`src/rtl/bin2bcd_seq.sv`:
```
// Sequential binary-to-BCD converter (shift-add-3), one input bit per clock, with valid/ready on both sides.
// Optional feature macro: BIN2BCD_BLANK_EN adds the out_blank leading-zero mask.
module bin2bcd_seq #(
    parameter int BIN_W  = 14,
    parameter int DIGITS = 4
) (
    input  logic                clk,
    input  logic                rst_n,
    input  logic                in_valid,
    output logic                in_ready,
    input  logic [BIN_W-1:0]    in_bin,
    output logic                out_valid,
    input  logic                out_ready,
    output logic [4*DIGITS-1:0] out_bcd,
    output logic                out_ovf
`ifdef BIN2BCD_BLANK_EN
    ,
    output logic [DIGITS-1:0]   out_blank
`endif
);

    localparam int BCD_W = 4 * DIGITS;
    localparam int CNT_W = (BIN_W > 1) ? $clog2(BIN_W) : 1;
    localparam logic [CNT_W-1:0] LAST = CNT_W'(BIN_W - 1);

    localparam logic [1:0] IDLE  = 2'd0;
    localparam logic [1:0] SHIFT = 2'd1;
    localparam logic [1:0] DONE  = 2'd2;

    logic [1:0]       state_q, state_d;
    logic [CNT_W-1:0] cnt_q, cnt_d;
    logic             ovf_q, ovf_d;
    logic [BIN_W-1:0] bin_q, bin_d;
    logic [BCD_W-1:0] bcd_q, bcd_d;
    logic [BCD_W-1:0] res_bcd_q, res_bcd_d;
    logic             res_ovf_q, res_ovf_d;

    logic [BCD_W-1:0] adj_bcd;
    logic [BCD_W-1:0] shift_bcd;
    logic [BIN_W-1:0] shift_bin;
    logic             shift_carry;

    function automatic logic [3:0] dabble(input logic [3:0] d);
        return (d >= 4'd5) ? d + 4'd3 : d;
    endfunction

`ifdef BIN2BCD_BLANK_EN
    logic [DIGITS-1:0] blank_q, blank_d;

    // Digit k is blank when it and every digit above it are zero; the ones digit always shows.
    function automatic logic [DIGITS-1:0] blank_mask(input logic [BCD_W-1:0] b);
        logic z;
        logic [DIGITS-1:0] m;
        z = 1'b1;
        m = '0;
        for (int k = DIGITS - 1; k >= 1; k--) begin
            z    = z & (b[4*k +: 4] == 4'd0);
            m[k] = z;
        end
        return m;
    endfunction

    assign out_blank = blank_q;
`endif

    always_comb begin
        adj_bcd = bcd_q;
        for (int k = 0; k < DIGITS; k++) begin
            adj_bcd[4*k +: 4] = dabble(bcd_q[4*k +: 4]);
        end
        // The bit shifted out of the top digit is a lost multiple of 10**DIGITS.
        {shift_carry, shift_bcd, shift_bin} = {adj_bcd, bin_q, 1'b0};
    end

    always_comb begin
        state_d   = state_q;
        cnt_d     = cnt_q;
        ovf_d     = ovf_q;
        bin_d     = bin_q;
        bcd_d     = bcd_q;
        res_bcd_d = res_bcd_q;
        res_ovf_d = res_ovf_q;
`ifdef BIN2BCD_BLANK_EN
        blank_d   = blank_q;
`endif
        case (state_q)
            IDLE: begin
                if (in_valid) begin
                    bin_d   = in_bin;
                    bcd_d   = '0;
                    ovf_d   = 1'b0;
                    cnt_d   = '0;
                    state_d = SHIFT;
                end
            end
            SHIFT: begin
                bin_d = shift_bin;
                bcd_d = shift_bcd;
                ovf_d = ovf_q | shift_carry;
                cnt_d = cnt_q + CNT_W'(1);
                if (cnt_q == LAST) begin
                    res_bcd_d = shift_bcd;
                    res_ovf_d = ovf_q | shift_carry;
`ifdef BIN2BCD_BLANK_EN
                    blank_d   = blank_mask(shift_bcd);
`endif
                    state_d   = DONE;
                end
            end
            DONE: begin
                if (out_ready) begin
                    state_d = IDLE;
                end
            end
            default: state_d = IDLE;
        endcase
    end

    always_ff @(posedge clk or negedge rst_n) begin
        if (!rst_n) begin
            state_q   <= IDLE;
            cnt_q     <= '0;
            ovf_q     <= 1'b0;
            res_bcd_q <= '0;
            res_ovf_q <= 1'b0;
`ifdef BIN2BCD_BLANK_EN
            blank_q   <= '0;
`endif
        end else begin
            state_q   <= state_d;
            cnt_q     <= cnt_d;
            ovf_q     <= ovf_d;
            res_bcd_q <= res_bcd_d;
            res_ovf_q <= res_ovf_d;
`ifdef BIN2BCD_BLANK_EN
            blank_q   <= blank_d;
`endif
        end
    end

    // Working shift registers are reloaded on every accept, so they carry no reset.
    always_ff @(posedge clk) begin
        bin_q <= bin_d;
        bcd_q <= bcd_d;
    end

    assign in_ready  = (state_q == IDLE);
    assign out_valid = (state_q == DONE);
    assign out_bcd   = res_bcd_q;
    assign out_ovf   = res_ovf_q;

endmodule

```
`config.mk`:
```
export PLATFORM = sky130hd
export DESIGN_NAME = bin2bcd_seq
export DESIGN_NICKNAME = d
export VERILOG_FILES = /design/src/rtl/bin2bcd_seq.sv
export SDC_FILE = /design/constraint.sdc
export NUM_CORES = 1
export LEC_CHECK = 0
export CORE_MARGIN = 2
export CORE_UTILIZATION = 45
export CTS_BUF_LIST = sky130_fd_sc_hd__clkbuf_8
export DETAILED_ROUTE_END_ITERATION = 8
export PLACE_DENSITY = 0.71
export REMOVE_ABC_BUFFERS = 1
export SLEW_MARGIN = 20
export SYNTH_ARGS = -nofsm -noshare
export SYNTH_HDL_FRONTEND = slang
export SYNTH_SLANG_ARGS = --single-unit
```
`constraint.sdc`:
```
create_clock -name clk -period 1.61 [get_ports clk]
set_input_delay 0.2415 -clock clk [delete_from_list [all_inputs] [get_ports clk]]
set_output_delay 0.2415 -clock clk [all_outputs]
set_load 0.02 [all_outputs]
```
==> results of run 1 <==
worst paths after layout:
kind                              from     endpoint  slack (ns)
max                           bcd_q[8]    bcd_q[10]        0.02
max reg2reg                   bcd_q[8]    bcd_q[10]        0.02
min                              rst_n   out_bcd[2]        0.27
min in group clk           out_bcd[13]  out_bcd[13]        0.48
max in group asynchronous        rst_n   out_bcd[5]        1.08
min reg2reg                out_bcd[13]  out_bcd[13]        0.48
Yosys cell counts:
master / instances
o21ai_1: 8
nor3_1: 1
clkbuf_1: 4
o31ai_1: 1
mux2_2: 5
nand2b_1: 5
ha_1: 10
or2_1: 1
xnor2_1: 4
o21ai_0: 12
edfxtp_1: 30
a41oi_1: 1
buf_4: 1
nand2b_4: 1
and2_1: 2
nor2b_1: 1
inv_1: 12
buf_6: 3
a21o_1: 1
nand2_1: 56
a22o_1: 2
nor3b_1: 8
dfrtp_1: 24
nand3_1: 2
buf_2: 1
a21oi_1: 15
nor2_1: 22
o22ai_1: 1
o21bai_1: 1
power breakdown:
| part | internal, mW | switching (mW) | total, mW |
|---|---|---|---|
| clock network | 0.475 | 0.482 | 0.957 |
| registers | 2.36 | 0.407 | 2.77 |
| logic | 1.57 | 1.84 | 3.41 |
layout make-up:
type / count / share of cell area [%]
Clock buffer: 5 / 2.14
Clock inverter: 3 / 1.48
Inverter: 12 / 1.40
Multi-Input combinational cell: 160 / 30.7
Sequential cell: 54 / 46.6
Tap cell: 72 / 2.80
Timing Repair Buffer: 48 / 14.8
cell families after synthesis:
family / Yosys count
AO/OA/AOI/OAI: 42
XOR/XNOR: 4
adder cells (fa/ha/maj): 10
buffers and inverters: 21
flip-flops: 54
multiplexers: 5
AND/OR/NAND/NOR: 99
per-layer routing:
| metal | vias to the layer above | global-route usage (%) | wire, um |
|---|---|---|---|
| li1 | 879 | - | - |
| met4 | 0 | 6.32 | 68 |
| met2 | 43 | 27.8 | 2450 |
| met3 | 7 | 3.10 | 192 |
| met1 | 836 | 20.3 | 2060 |
| met5 | - | 0 | 0 |
worst reg2reg max path: cells and delay by family (launching register included):
family	cells	cell delay, ns
flops	1	0.45
buf+inv	1	0.12
fa+ha+maj	1	0.15
compound gates	1	0.22
simple gates	2	0.18
mux	1	0.34
registers in the layout, summed over array words and instances (netlist names):
signal   cells
state_q      2
out_ovf      1
bin_q       14
ovf_q        1
out_bcd     16
bcd_q       16
cnt_q        4
timing repair:
| item | in CTS | in global routing |
|---|---|---|
| gates resized for setup | 7 | 31 |
| setup buffers | 0 | 2 |
| pin swaps | 2 | 6 |
| endpoints found under the setup margin | 9 | 27 |
| hold buffers | 0 | 0 |
through the flow:
step           hold slack, ns  instance area (um2)
2_1_floorplan         -0.0541                 2430
3_3_place_gp            0.460                 2980
3_5_place_dp            0.469                 2980
4_1_cts                 0.285                 3110
5_1_grt                 0.303                 3220
6_report                0.272                 3220
==> results.txt, run 1 <==
DP HPWL: 3.26 mm
Pwr per Cell Area: 2220 nW/um2
Total number of vias: 1,765
Leakage: 1.39 nW
Slowest cell on crit path: edfxtp_1
Clock skew: 0.0180 ns
Die area: 6150 um2
# rows: 27
CTS tree: built
Htree depth: 2
CORE AREA: 5440 um2
Largest net degree at the start of global routing: 25
Multi-input gate area: 990 um2
Complex-gate fraction of the synthesized area: 9.24%
CP Class: reg2reg
Clock sinks: 54
Cell Count Post-Placement: 344
Multiplexer area fraction after synthesis: 2.26%
Top-area cell type share of the netlist area: 36.1%
DIE HEIGHT: 78.4 um
Grt ovf: 0
Fmax: 0.628 GHz
Buffer depth of the longest clock path: 2
Max Cap Viol: 0
Critical Path Fanout Max: 3
Synth warn: 0
Vias in the first global route: 1,720
Initial core utilization: 45.8%
CTS root buf: clkbuf_8
Critical Path RT: 1.79 ns
DRC: 0
Final setup fails: 0
Clock Latency Late Sink: 0.32 ns
HP Class: in2async
Worst Setup Start Kind: flip-flop
Die X: 78.4 um
First-pass GRT wire length: 7.76 mm
Overall Power: 7.14 mW
Worst-margin pin slew: 0.510 ns
Synthesized-area fraction occupied by adder cells: 5.02%
Commonest non-fill, non-tap cell in the layout: nand2_1
Status: complete, no violations
Final hold viol count: 0
I/O Buffers: 36
Fraction of layout cells with a size suffix above 1: 19.1%
1st-iter DRT viols: 142
Yosys cell types: 29
Sequential fraction of the synthesis area: 60.2%
Setup TNS: 0 ns
Post-synthesis instance area: 2490 um2
Slew HR: 65.9%
CP bufs+invs: 1
Register area: 1500 um2
CP Cell Sequence: inv_2, ha_4, nand2b_1, a21oi_2, mux2_4, nor2_2
Commonest cells after routing, fill and taps aside: 56 x nand2_1, 34 x clkdlybuf4s50_1, 30 x edfxtp_1, 24 x dfrtp_1, 20 x nor2_1
Fin crit share: 98.9%
Post-synthesis register bit count: 54
Gr usage total: 16.2%
Layout fillers: 465
CP max stage delay: 0.45 ns
Gpl congestion: 0.761
Post-Synth Simple-Gate Area: 17.6%
VDD IR max: 0.849 mV
Final min period: 1.59 ns
Final Core Density: 59.2%
Largest delay share family, worst path: flip-flops
Pre-CTS WS: -0.0493 ns
Nets: 309
ANT nets after route: 0
Critical path depth in cells: 6
Largest family of logic cells by synthesized area: simple AND/OR/NAND/NOR gates
Worst-case reg-to-reg path depth: 6
Initial antenna violation count: 0
CP Capture Type: flip-flop
Avg Cell Area, Syn: 10.6 um2
Layout Cells excl Fill: 354
Vias per cell: 4.99
Syn-to-layout area delta: 29.2%
DR pass1 iterations: 4
Synth Instances: 235
Crit path DAT: 1.77 ns
Reg clk slew, reported paths: 0.11 ns
I/O Pins: 37
Post-route worst setup slack: 0.0182 ns
Wire length per cell: 13.5 um
Final wirelength: 4.77 mm
Inserted Clock Buffers: 5
Synth area leaders: edfxtp_1 36%, dfrtp_1 24%, nand2_1 8.4%
Cell taking the most area after synthesis: edfxtp_1
Diode count: 0
Slew Viols, Final: 0
XOR/XNOR Fraction of Synth Area: 1.41%
No activity file was read; power rests on OpenSTA's default activity.
==> run 2: changes to the inputs <==
Settings changed: SLEW_MARGIN 20 to 10.
==> results of run 2 <==
The final DEF is identical to that of run 1; final timing and power are the same.
